**config.mk**
```make
export PLATFORM = sky130hd
export DESIGN_NAME = if_fetch_queue
export DESIGN_NICKNAME = d
export VERILOG_FILES = /design/src/rtl/if_fetch_queue.sv
export SDC_FILE = /design/constraint.sdc
export NUM_CORES = 1
export LEC_CHECK = 0
export ABC_AREA = 1
export BUFFER_PORTS_ARGS = -buffer_cell sky130_fd_sc_hd__buf_2
export CORE_MARGIN = 3
export CORE_UTILIZATION = 50
export CTS_BUF_LIST = sky130_fd_sc_hd__clkbuf_16
export DETAILED_ROUTE_END_ITERATION = 10
export PLACE_DENSITY = 0.72
export SLEW_MARGIN = 20
export SYNTH_ARGS = -nofsm -noshare
export SYNTH_HDL_FRONTEND = slang
export SYNTH_SLANG_ARGS = --single-unit
```
**constraint.sdc**
```tcl
create_clock -name clk -period 5.5 [get_ports clk]
set_clock_uncertainty 0.2 [all_clocks]
set_input_delay 0.55 -clock clk [delete_from_list [all_inputs] [get_ports clk]]
set_output_delay 0.55 -clock clk [all_outputs]
set_load 0.005 [all_outputs]
```
**src/rtl/if_fetch_queue.sv**
```systemverilog
// Instruction fetch front end: issues sequential fetch requests and buffers in-order responses.
// Redirects flush the queue and drop responses still in flight for the old path.
module if_fetch_queue #(
    parameter logic [31:0] RESET_PC = 32'h80000000,
    parameter int          QDEPTH   = 4,
    parameter int          INST_W   = 32
) (
    input  logic              clk,
    input  logic              rst,
    input  logic              branch_flag_i,
    input  logic [31:0]       branch_address_i,
    output logic              req_valid_o,
    output logic [31:0]       req_addr_o,
    input  logic              req_ready_i,
    input  logic              resp_valid_i,
    input  logic [INST_W-1:0] resp_inst_i,
    output logic              inst_valid_o,
    output logic [31:0]       inst_pc_o,
    output logic [INST_W-1:0] inst_o,
    input  logic              inst_ready_i,
    output logic              stall_from_if
);

    localparam int PW = $clog2(QDEPTH);
    localparam int CW = PW + 1;

    logic [31:0]       fetch_pc;
    logic [31:0]       resp_pc;
    logic [CW-1:0]     occ;
    logic [CW-1:0]     outs;
    logic [CW-1:0]     disc;
    logic              en;
    logic [PW-1:0]     rd_ptr;
    logic [PW-1:0]     wr_ptr;
    logic [31:0]       pc_q   [QDEPTH];
    logic [INST_W-1:0] inst_q [QDEPTH];

    logic [CW-1:0] reserved;
    logic          fire;
    logic          enq;
    logic          deq;

    // Slots already spoken for: queued entries plus live (non-discarded) requests.
    assign reserved = occ + outs - disc;

    assign req_valid_o   = en && !branch_flag_i && (reserved < CW'(QDEPTH));
    assign req_addr_o    = fetch_pc;
    assign fire          = req_valid_o && req_ready_i;
    assign enq           = resp_valid_i && (disc == '0) && !branch_flag_i;
    assign deq           = inst_valid_o && inst_ready_i && !branch_flag_i;

    assign inst_valid_o  = (occ != '0);
    assign inst_pc_o     = pc_q[rd_ptr];
    assign inst_o        = inst_q[rd_ptr];
    assign stall_from_if = !inst_valid_o;

    always_ff @(posedge clk or posedge rst) begin
        if (rst) begin
            fetch_pc <= RESET_PC;
            resp_pc  <= RESET_PC;
            occ      <= '0;
            outs     <= '0;
            disc     <= '0;
            en       <= 1'b0;
            rd_ptr   <= '0;
            wr_ptr   <= '0;
        end else begin
            en   <= 1'b1;
            outs <= outs + CW'(fire) - CW'(resp_valid_i);
            if (branch_flag_i) begin
                fetch_pc <= branch_address_i;
                resp_pc  <= branch_address_i;
                occ      <= '0;
                rd_ptr   <= '0;
                wr_ptr   <= '0;
                // Every response still owed after this edge belongs to the old path.
                disc     <= outs - CW'(resp_valid_i);
            end else begin
                if (fire)
                    fetch_pc <= fetch_pc + 32'd4;
                if (resp_valid_i && (disc != '0))
                    disc <= disc - CW'(1);
                if (enq) begin
                    resp_pc <= resp_pc + 32'd4;
                    wr_ptr  <= wr_ptr + PW'(1);
                end
                if (deq)
                    rd_ptr <= rd_ptr + PW'(1);
                occ <= occ + CW'(enq) - CW'(deq);
            end
        end
    end

    always_ff @(posedge clk) begin
        if (enq) begin
            pc_q[wr_ptr]   <= resp_pc;
            inst_q[wr_ptr] <= resp_inst_i;
        end
    end

endmodule
```
==> key figures <==
STA
  • Worst Slack Setup Final: 1710 ps
  • Post-route clock period utilization: 0.689
  • Relative slew slack: 0.289
  • Final Slew Violations: 0
  • FMAX: about 260 MHz
  • Final min period: 3790 ps
  • Final Setup Violations: 0
  • Worst Max-Slew Pin Slew: 1070 ps
  • RSZ-0062 raised after global routing: false
  • Fin. Hold Viols: 0
  • Total negative setup slack: 0 ps

Worst setup path
  • RR Endpoint: outs[2]$_DFF_PP0_
  • Startpoint Class: flop
  • Worst path slowest cell: fa_1
  • Slowest stage delay, CP: 550 ps
  • Worst R2R Start: occ[1]$_DFF_PP0_
  • CP Max Fanout: 32
  • Data required, critical path: 5690 ps
  • Critical path, cell by cell: inv_1 > fa_1 > inv_1 > ha_1 > nand3b_1 > nand2_1 > nand3_1 > nand4_4 > ha_1 > inv_1 > ha_1 > fa_1 > xnor2_1 > xor2_1
  • R2R Setup Slk: 1710 ps
  • Worst reg-to-reg path cell count: 14
  • Worst EP arrival: between 3000 and 4000 ps
  • Critical Path End Type: flop
  • Crit path kind: reg2reg

Floorplan
  • Core area: 0.0292 mm2
  • Initial core utilization: 0.515
  • Die Wd: 179 um
  • Die H: 179 um
  • Row count: 62
  • Die ar.: approximately 0.032 mm2
  • I/O pin count: 169

Placed design
  • Final Wtd Congestion: 0.893
  • DP Worst Slack: 1710 ps
  • Post-DP HPWL: approximately 22 mm
  • # port buffers: ~170

CTS
  • CTS root buffer: clkbuf_16
  • Maximum root-to-sink buffer count: 3
  • Reg clk slew, reported paths: about 60 ps
  • CTS sink cnt: 334
  • Worst-Skew Late Latency: 510 ps
  • CTS H-tree lvls: 2
  • TritonCTS clock tree: yes
  • Num CTS Buffers: 36
  • Post-CTS Setup Inserts: 0

Drt
  • First-pass DRT Iterations: 5
  • Vias per cell: roughly 5.5
  • Post-route ant nets: 0
  • WL final: around 35 mm
  • DR WL/cell: 17.2 um
  • Remaining DRCs: 0
  • Via count: 11254
  • First-iteration detailed-routing DRC count: 746

Yosys
  • Synth cell types: 40
  • Largest cells by area after synthesis: edfxtp_1, dfrtp_1, nand2_1, nor2_1, o21ai_0
  • Commonest cells in the netlist: nand2_1, edfxtp_1, nor2_1
  • Multiplexer share of the synthesized area: 0
  • Syn Inst Count: 1491
  • Synth Net Count: 1580
  • Synth Area per Inst: just over 10 um2
  • Synth Area in Compound Gates: 0.0924
  • Largest family of logic cells by synthesized area: simple AND/OR/NAND/NOR gates
  • Top_reg_cell synth: edfxtp_1
  • Yosys warnings: 0
  • EDFF count, synth: roughly 260
  • Adder-cell share of the synthesized area: 0.0173
  • Yosys top cell by area: edfxtp_1
  • Seq/Total Area, Yosys: 0.641
  • Synthesized area: 0.0150 mm2
  • Most frequent cell after synthesis: nand2_1
  • Simple-gate area share of the yosys netlist: 0.198
  • Seq cells post-synth: 334
  • Asr flop ratio synth: 0.234
  • Yosys top cell area share: 0.511
  • Synth Area in XOR/XNOR: 0.0105

Min path
  • Endpoint, Worst Hold: inst_q[1][4]$_DFFE_PP_
  • Hold Crit Start: resp_inst_i[4]
  • Worst hold path cell count: 1
  • Hold Path Class: in2reg

Layout
  • Fill count: around 2400
  • ANT cells: 0
  • Final net count: 1733
  • Area grow syn2layout: 15.4%
  • Share of cells above drive strength 1: 0.165

Power
  • Pwr Density: 417 mW/mm2
  • P_leak: 6.93 nW
  • Worst VDD drop: 0.000181 V

Global route
  • Overflow after GRT: 0
  • Number of global-route vias before repair: approximately 11000
  • First-pass GRT wire length: about 55 mm
  • Initial antenna violation count: 0
  • Largest net degree at the start of global routing: around 110
  • Total track usage: 0.218

Outcome
  • Status: complete, no violations

Job
  • Max_cap viols: 0
report_power, final:
part	total, mW	switching, mW	internal (mW)
logic	1.66	1.04	0.622
registers	3.26	0.292	2.97
clock network	2.31	0.942	1.37
placed cells by master, fill, tap and decap left out, types with 2 or more instances in the layout:
| cell | synthesis | routed |
|---|---|---|
| nand3_1 | 68 | 68 |
| o21ai_0 | 148 | 148 |
| nor3_1 | 3 | 3 |
| xnor2_1 | 8 | 8 |
| ha_1 | 16 | 16 |
| xor2_1 | 10 | 10 |
| clkbuf_16 | 0 | 37 |
| fa_1 | 3 | 3 |
| nand4_1 | 3 | 3 |
| a21oi_1 | 28 | 28 |
| buf_2 | 21 | 168 |
| nor2_4 | 6 | 10 |
| dfstp_2 | 2 | 2 |
| nand3_2 | 2 | 2 |
| buf_4 | 2 | 12 |
| nor2_1 | 230 | 226 |
| o31ai_1 | 2 | 2 |
| o21ai_1 | 4 | 4 |
| o211ai_1 | 6 | 6 |
| inv_6 | 0 | 4 |
| nand2_2 | 4 | 4 |
| inv_1 | 76 | 80 |
| nand3b_1 | 9 | 9 |
| or2_2 | 4 | 4 |
| nand2_1 | 371 | 371 |
| nor3_2 | 2 | 2 |
| nor2_2 | 9 | 9 |
| inv_2 | 3 | 3 |
| clkinv_2 | 0 | 10 |
| edfxtp_1 | 256 | 256 |
| clkinv_1 | 0 | 8 |
| o22ai_1 | 64 | 64 |
| nand2_4 | 2 | 2 |
| bufinv_16 | 0 | 3 |
| a22oi_1 | 2 | 2 |
| a31oi_1 | 2 | 2 |
| dfrtp_1 | 76 | 74 |
through the flow:
stage | cells | instance area, um2 | utilization | hold WS [ps] | total power [mW]
6_report | 2056 | 17300 | 0.595 | 62.4 | 7.23
5_1_grt | 2056 | 17300 | 0.595 | 40.8 | 7.65
4_1_cts | 2056 | 17300 | 0.595 | 37.5 | 7.28
3_5_place_dp | 1989 | 16200 | 0.555 | 257 | 4.98
3_3_place_gp | 1989 | 16200 | 0.555 | 249 | 4.92
2_1_floorplan | 1491 | 15000 | - | 242 | 4.31
per-layer routing:
layer	track usage	wire (um)
met3	0.0348	2460
met5	0	0
met2	0.348	16500
met4	0.0738	998
met1	0.307	15400
how the worst max path moves through the flow:
stage                        start                endpoint
6_report          occ[1]$_DFF_PP0_       outs[2]$_DFF_PP0_
5_1_grt           occ[1]$_DFF_PP0_       outs[2]$_DFF_PP0_
4_1_cts           occ[1]$_DFF_PP0_       outs[2]$_DFF_PP0_
3_5_place_dp      occ[1]$_DFF_PP0_       outs[2]$_DFF_PP0_
3_3_place_gp      occ[1]$_DFF_PP0_       outs[2]$_DFF_PP0_
2_1_floorplan  disc[0]$_DFFE_PP0P_  inst_q[0][0]$_DFFE_PP_
logic make-up after synthesis:
kind of cell	after synthesis
compound gates	256
xor+xnor	18
fa+ha+maj	19
buf+inv	146
flops	334
other cells	1
simple gates	717
worst max-delay path: cells and delay by family (launching register included):
family / cells / cell delay (ps)
buf+inv: 3 / 180
flops: 1 / 390
fa+ha+maj: 5 / 1860
simple gates: 4 / 740
xor+xnor: 2 / 280
final cells by class:
class / count / area (um2) / share of cell area
sequential: 334 / 9650 / 0.556
multi-input combinational: 1011 / 4820 / 0.278
timing repair buffer: 182 / 961 / 0.0554
clock buffer: 37 / 926 / 0.0534
tap: 384 / 480 / 0.0277
inverter: 79 / 299 / 0.0172
clock inverter: 29 / 218 / 0.0126
what timing repair did:
item                      in CTS  in global routing
hold endpoints to repair      20                  0
resized for setup              0                  0
hold buffers                   1                  0
registers in the layout (all words and copies together), names as in the netlist, 3 cells and up:
name / flops
inst_q: 128
pc_q: 128
req_addr_o: 32
resp_pc: 32
disc: 3
occ: 3
outs: 3
No activity file was read; power rests on OpenSTA's default activity.
